$ cat config.mk
export PLATFORM = sky130hd
export DESIGN_NAME = regfile_writeback_scheduler
export DESIGN_NICKNAME = d
export VERILOG_FILES = /design/src/rtl/regfile_writeback_scheduler.sv
export SDC_FILE = /design/constraint.sdc
export NUM_CORES = 1
export LEC_CHECK = 0
export CAP_MARGIN = 40
export CORE_UTILIZATION = 45
export DETAILED_ROUTE_END_ITERATION = 7
export PLACE_DENSITY = 0.79
export REMOVE_ABC_BUFFERS = 1
export SLEW_MARGIN = 20
export SYNTH_ARGS = -nofsm -noshare
export SYNTH_HDL_FRONTEND = slang
export SYNTH_SLANG_ARGS = --single-unit
$ cat constraint.sdc
create_clock -name clk -period 2.9 [get_ports clk]
set_input_delay 0.435 -clock clk [delete_from_list [all_inputs] [get_ports clk]]
set_output_delay 0.435 -clock clk [all_outputs]
set_load 0.03 [all_outputs]
$ cat src/rtl/regfile_writeback_scheduler.sv
// Register-file write-port scheduler: round-robin writeback arbitration, a
// registered write pipeline and a busy-bit scoreboard that stalls RAW/WAW issue.
module regfile_writeback_scheduler #(
    parameter int unsigned REG_WIDTH       = 32,
    parameter int unsigned NUM_REGS        = 32,
    parameter int unsigned ADDR_WIDTH      = $clog2(NUM_REGS),
    parameter int unsigned NUM_WB          = 2,
    parameter int unsigned REG_ZERO_GROUND = 0
) (
    input  logic                           clk,
    input  logic                           rst,
    input  logic                           issue_valid,
    input  logic                           issue_rd_we,
    input  logic [ADDR_WIDTH-1:0]          issue_rd,
    input  logic [ADDR_WIDTH-1:0]          issue_rs0,
    input  logic [ADDR_WIDTH-1:0]          issue_rs1,
    output logic                           issue_stall,
    input  logic [NUM_WB-1:0]              wb_valid,
    output logic [NUM_WB-1:0]              wb_ready,
    input  logic [NUM_WB*ADDR_WIDTH-1:0]   wb_addr,
    input  logic [NUM_WB*REG_WIDTH-1:0]    wb_data,
    output logic                           rf_write_enable,
    output logic [ADDR_WIDTH-1:0]          rf_write_addr,
    output logic [REG_WIDTH-1:0]           rf_write_data,
    output logic [NUM_REGS-1:0]            busy_vector,
    output logic                           wb_orphan_err
);

    localparam int unsigned PTR_W = (NUM_WB > 1) ? $clog2(NUM_WB) : 1;
    localparam logic        GND   = (REG_ZERO_GROUND != 0);

    logic [NUM_REGS-1:0]   busy_q, busy_d, busy_eff;
    logic [PTR_W-1:0]      ptr_q, ptr_d;
    logic                  we_q, we_d;
    logic [ADDR_WIDTH-1:0] addr_q, addr_d;
    logic [REG_WIDTH-1:0]  data_q, data_d;
    logic                  orph_q, orph_d;

    logic [NUM_WB-1:0]     gnt;
    logic                  found;
    logic                  xfer;
    logic [ADDR_WIDTH-1:0] sel_addr;
    logic [REG_WIDTH-1:0]  sel_data;
    logic                  issue_accept;
    logic                  sel_is_zero;

    // Grounded register 0 always reads as free
    always_comb begin
        busy_eff = busy_q;
        if (GND) begin
            busy_eff[0] = 1'b0;
        end
    end

    assign issue_stall  = issue_valid &&
                          (busy_eff[issue_rs0] || busy_eff[issue_rs1] ||
                           (issue_rd_we && busy_eff[issue_rd]));
    assign issue_accept = issue_valid && !issue_stall;

    // Round-robin search starting at the pointer, ascending with wrap-around
    always_comb begin
        gnt   = '0;
        found = 1'b0;
        ptr_d = ptr_q;
        for (int unsigned k = 0; k < NUM_WB; k++) begin
            for (int unsigned i = 0; i < NUM_WB; i++) begin
                if (!found && wb_valid[i] && (i == ((32'(ptr_q) + k) % NUM_WB))) begin
                    found  = 1'b1;
                    gnt[i] = 1'b1;
                    ptr_d  = PTR_W'((i + 1) % NUM_WB);
                end
            end
        end
    end

    assign wb_ready = gnt;
    assign xfer     = |gnt;

    always_comb begin
        sel_addr = '0;
        sel_data = '0;
        for (int unsigned i = 0; i < NUM_WB; i++) begin
            if (gnt[i]) begin
                sel_addr = wb_addr[i*ADDR_WIDTH +: ADDR_WIDTH];
                sel_data = wb_data[i*REG_WIDTH +: REG_WIDTH];
            end
        end
    end

    assign sel_is_zero = GND && (sel_addr == '0);

    // Scoreboard and write-pipeline next state; a same-edge set beats the clear
    always_comb begin
        we_d   = xfer && !sel_is_zero;
        addr_d = xfer ? sel_addr : addr_q;
        data_d = xfer ? sel_data : data_q;
        orph_d = orph_q || (xfer && !sel_is_zero && !busy_eff[sel_addr]);
        busy_d = busy_q;
        if (we_q) begin
            busy_d[addr_q] = 1'b0;
        end
        if (issue_accept && issue_rd_we && !(GND && (issue_rd == '0))) begin
            busy_d[issue_rd] = 1'b1;
        end
        if (GND) begin
            busy_d[0] = 1'b0;
        end
    end

    always_ff @(posedge clk) begin
        if (rst) begin
            busy_q <= '0;
            ptr_q  <= '0;
            we_q   <= 1'b0;
            addr_q <= '0;
            data_q <= '0;
            orph_q <= 1'b0;
        end else begin
            busy_q <= busy_d;
            ptr_q  <= ptr_d;
            we_q   <= we_d;
            addr_q <= addr_d;
            data_q <= data_d;
            orph_q <= orph_d;
        end
    end

    assign rf_write_enable = we_q;
    assign rf_write_addr   = addr_q;
    assign rf_write_data   = data_q;
    assign busy_vector     = busy_q;
    assign wb_orphan_err   = orph_q;

endmodule

; After elaboration in Yosys (flattened, before gate mapping)
; Cells that the tools add are included.
[op_classes]
bitwise_logic = 3
addsub = 1
order_cmp = 7
n_reduce_logical = 27
mux = 27
[ops]
columns = operator, count
row1 = two-way mux 32 bit, 4
row2 = logical NOT 32 bit, 2
row3 = AND 32 bit, 1
row4 = NOT 32 bit, 1
row5 = bitwise OR 32 bit, 1
row6 = "< comparator 5 x 6 -> 1 bit, second input constant", 5
row7 = binary-select mux 1 bit (select 5 bit), 4
row8 = two-way mux 1 bit, 15
row9 = logical AND 1 bit, 14
row10 = demux 1 bit (select 5 bit), 2
row11 = ">= comparator 5 x 1 -> 1 bit, second input constant", 2
row12 = two-way mux 5 bit, 2
row13 = logical NOT 1 bit, 5
row14 = OR reduction 2 bit, 2
row15 = logical OR 1 bit, 3
row16 = nonzero test 3 bit, 1
row17 = "adder 1 bit, second input constant", 1
[word_totals]
output_inout_bits = 74
in_bits = 95
ff_bits = 72

; Longest topological paths before layout
[depth]
depth_word = 21
mapped_depth = 12
mapped_depth_nobuf = 9

; Worst setup path before layout
; OpenSTA, ideal clock, no wires.
[synth_timing]
kind = input to output
start = input port issue_rs1[1]
end = output port issue_stall
n_path_buf = 2
t_arrival_ns = 2.264
path_slack_ns = 0.201
cell_stages = 8
required_time_ns = 2.465
path_cell_list = buf_2 > mux4_2 > mux4_2 > mux2i_1 > nand2_1 > buf_2 > a21oi_1 > nor2b_1
[synth_between]
elab_chain_cells = 5
[synth_rtl]
columns = item, line
row1 = start: declaration, 16  ; input logic [ADDR_WIDTH-1:0] issue_rs1,
row2 = binary-select mux 1 bit (select 5 bit), 56  ; (busy_eff[issue_rs0] || busy_eff[issue_rs1] ||
row3 = two-way mux 1 bit (implied by the code), 56
row4 = logical OR 1 bit (2 in a row), 56
row5 = logical AND 1 bit, 55  ; assign issue_stall = issue_valid &&
row6 = end: declaration, 17  ; output logic issue_stall,
; Every way passes these cells. The select of a mux whose other input is x is not followed.

; Final worst setup path
[layout_timing]
start = input port issue_rs0[0]
end = output port issue_stall
[layout_between]
elab_chain_cells = 5
[layout_rtl]
columns = item, line
row1 = start: declaration, 15  ; input logic [ADDR_WIDTH-1:0] issue_rs0,
row2 = binary-select mux 1 bit (select 5 bit), 56
row3 = two-way mux 1 bit (implied by the code), 56
row4 = logical OR 1 bit (2 in a row), 56
row5 = logical AND 1 bit, 55
; Every way passes these cells. The select of a mux whose other input is x is not followed.

==> metrics.csv <==
stage,metric,value,unit
pwr,power.density_cell_area,395.8,mW/mm^2
sta,achievable-frequency,354.9,MHz
pwr,pint,1951,uW
cells_and_area,post_route_cells_drive_above_1_share,0.1989,
worst_hold_path,min_path_type,flop to flop,
cts,numClockSinks,72,
pwr,leakage,0.002773,uW
cells_and_area,layout.nets,814,
global_route,gr-total-overflow,0,
synth,synthXorXnorAreaFrac,0,
floorplan,dieArea,0.01059,sq mm
synth,main_combinational_cell_family_by_area_after_synthesis,compound AO/OA/AOI/OAI gates,
floorplan,design.portCount,169,
sta,finalWorstSetupSlack,0.08212,ns
detailed_routing,detail_route.first_pass.iterations,7,
placed_design,routabilityCongestion,0.9344,
pwr,vdd_ir_drop_max,0.0002116,V
placed_design,number_of_buffers_inserted_by_port_buffering,168,
outcome,status,completed,
global_route,grt_antenna_before_repair,0,
pwr,swShare,0.2915,
setup_path,crit_path_frequent_cell,mux4_2,
cells_and_area,register_area,0.001441,sq mm
synth,syn_avg_cell_area,8.661,sq um
sta,max_slew_margin,0.4820,
pwr,p_clk_frac,0.342,
detailed_routing,post_drt_antenna_nets,0,
detailed_routing,detailroute.via_count,5209,
setup_path,cp_top_family,multiplexers,
setup_path,critical_path_required,2.47,ns
synth,number_of_flops_mapped_to_enable_cells_by_yosys,0,
floorplan,dieWidth,102.9,um
cells_and_area,num_antenna_cells,0,
cts,ctsHtreeMaxLevel,3,
floorplan,fp.dieH,102.9,um
floorplan,row_count,36,
worst_hold_path,hold_start,wb_orphan_err,
synth,post_synth_fa_ha_maj_area_fraction,0,
global_route,wire_length_of_the_first_global_routing_pass,26.91,mm
placed_design,detailedPlace.worstSlack,-0.6406,ns
cts,cts_max_path_buffers,2,
synth,syn_inst,529,
setup_path,worst_path_max_delay_cell,mux4_2,
detailed_routing,routed_wire_length_per_instance,20.09,um
setup_path,crit_path_start,issue_rs0[0],
setup_path,reg2reg_from,busy_vector[11],
pwr,switch_pwr,802.8,uW
sta,final.min_clock_period,2.818,ns
synth,basic_gate_share_of_the_synthesized_area_counting_and_or_nand_and_nor_cells,0.1693,
synth,yosys_register_bits,72,
cts,tritoncts,done,
setup_path,crit_chain,dlygate4sd2_1 > buf_12 > mux4_2 > mux4_2 > mux2i_1 > nand2_1 > a21oi_2 > nor2b_1 > buf_4,
cts,clock_insertion_delay_worst_skew,0.36,ns
job,maxCapViolations,0,
floorplan,fp.coreArea,0.009819,sq mm
sta,worst_hold_slack,0.4796,ns
cells_and_area,footprint_of_the_multi_input_gates,0.002865,sq mm
synth,synth_ff_type,dfxtp_1,
setup_path,cp_num_buf_inv,3,
sta,timing.final.setup_violations,0,
detailed_routing,viasPerCell,6.078,
synth,synth.yosys.warnings,0,
synth,synth.area.mux_share,0.1933,
sta,skew,0.008144,ns
floorplan,start_util,0.4666,
synth,synth_cell_types,37,
synth,seq_area_frac_synth,0.3146,
synth,post_synth_instance_area,0.004582,sq mm
global_route,groute.usage.overall,0.3361,
cts,clkTransAtPathRegs,0.08,ns
global_route,first_global_vias,5248,
cts,clk_root_buffer_cell,clkbuf_8,
synth,async_flop_share,0,
cells_and_area,post_layout_nonfiller_instances,857,
pwr,sequentialPowerShare,0.395,
sta,slew_worst_pin,0.7753,ns
setup_path,crit_path_max_fanout,8,
pwr,pwr-share-comb,0.263,
setup_path,crit_path_capture_type,output pin,
detailed_routing,drc,0,
setup_path,timing.critical_path.slowest_cell_delay,0.51,ns
detailed_routing,drt-total-wl,17.22,mm
sta,hold_viol_final,0,
setup_path,timing.setup.critical_path_class,primary input to output pin,
cells_and_area,nFillCells,807,
placed_design,placedCellCount,838,
setup_path,cp-start-kind,primary input,
sta,slew_viol_final,0,
placed_design,dp.final_hpwl,12.81,mm
cells_and_area,flow.area_growth_from_synthesis,51.86,%
detailed_routing,drt_iter0_markers,388,
global_route,grt_max_degree,52,
cts,cts_buffers,9,
sta,final.period_utilization,0.9717,
setup_path,arrival_time_at_the_worst_endpoint,2.38,ns
synth,synth_compound_area_frac,0.2559,
[path summary, 6_finish.rpt]
| check | cells past startpoint | slack (ns) | endpoint |
|---|---|---|---|
| min reg2reg | 2 | 0.48 | wb_orphan_err |
| max reg2reg | 8 | 0.22 | busy_vector[21] |
| max | 9 | 0.08 | issue_stall |
| min | 2 | 0.48 | wb_orphan_err |
[synth_stat cells, types with 19 or more instances]
cell | count | area [sq um]
clkbuf_1 | 28 | 105.1
nand2_1 | 36 | 135.1
nor2b_1 | 19 | 118.9
mux4_2 | 26 | 585.6
nand3b_1 | 19 | 142.6
nor2_1 | 42 | 157.7
inv_1 | 33 | 123.9
o21ai_0 | 36 | 180.2
dfxtp_1 | 72 | 1441
o221a_2 | 32 | 360.4
a21oi_1 | 38 | 190.2
mux2i_1 | 30 | 300.3
a31oi_1 | 33 | 206.5
[final cells by class]
class / count / share of cell area
multi-input combinational: 378 / 0.4118
sequential: 72 / 0.2072
timing repair buffer: 224 / 0.3053
clock inverter: 2 / 0.008632
inverter: 34 / 0.01834
clock buffer: 14 / 0.02482
tap: 133 / 0.02392
[placed cells by master, fill, tap and decap left out, types with 4 or more instances in the layout]
master / n
nor2_1: 42
nand2_1: 36
mux4_2: 26
buf_4: 53
a21oi_1: 37
o221a_2: 32
nand2b_1: 5
clkdlybuf4s50_1: 159
clkbuf_8: 12
o21ai_1: 8
mux2i_1: 30
nor2b_1: 19
nand3b_1: 19
o41ai_1: 8
o21ai_0: 34
inv_1: 33
dfxtp_1: 72
a31oi_1: 33
nor3b_1: 5
or2_2: 4
nand3_1: 13
[layer usage]
| metal | up-vias | global-route usage | part of all wire |
|---|---|---|---|
| met5 | - | 0 | 0 |
| met3 | 74 | 0.1125 | 0.11 |
| met4 | 0 | 0.1766 | 0.046 |
| li1 | 2364 | - | - |
| met1 | 2449 | 0.3815 | 0.36 |
| met2 | 322 | 0.5621 | 0.48 |
[kinds of logic (layout without fill, tap and decap cells)]
kind of cell / Yosys count / count (layout)
flip-flops: 72 / 72
buffers and inverters: 79 / 274
multiplexers: 56 / 56
AND/OR/NAND/NOR: 152 / 152
AO/OA/AOI/OAI: 170 / 170
[stage by stage]
stage	util	power (uW)	setup TNS [ns]	instance area [sq um]
floorplan	-	1429	-2.606	4403
global placement	0.6792	1811	-8.108	6669
detailed placement	0.6792	1824	-9.677	6669
CTS	0.7031	2749	0	6904
global route	0.7086	2859	-0.02889	6958
finish	0.7086	2754	0	6958
[sequential cells by signal, summed over array words and instances (netlist names)]
signal,count
busy_vector,32
rf_write_data,32
rf_write_enable,1
rf_write_addr,5
ptr_q,1
wb_orphan_err,1
[tightest hold or removal path, delay by kind of cell (launching register included)]
family           cells  cell delay, ns
AND/OR/NAND/NOR      2            0.12
flip-flops           1            0.34
[power groups by stage]
stage	clock, uW	sequential [uW]	combinational, uW
finish	942	1090	725
CTS	944	1090	719
floorplan	0	1200	227
global route	991	1090	774
global placement	0	1110	704
detailed placement	0	1110	716
[repair_timing]
item                                    in CTS  in global routing
gates resized for setup                     11                 12
hold buffers                                 0                  0
endpoints found under the setup margin      17                 16
buffers inserted                             0                  3
pin swaps                                    0                  4
Note: power is estimated with default switching activity, not from simulation.
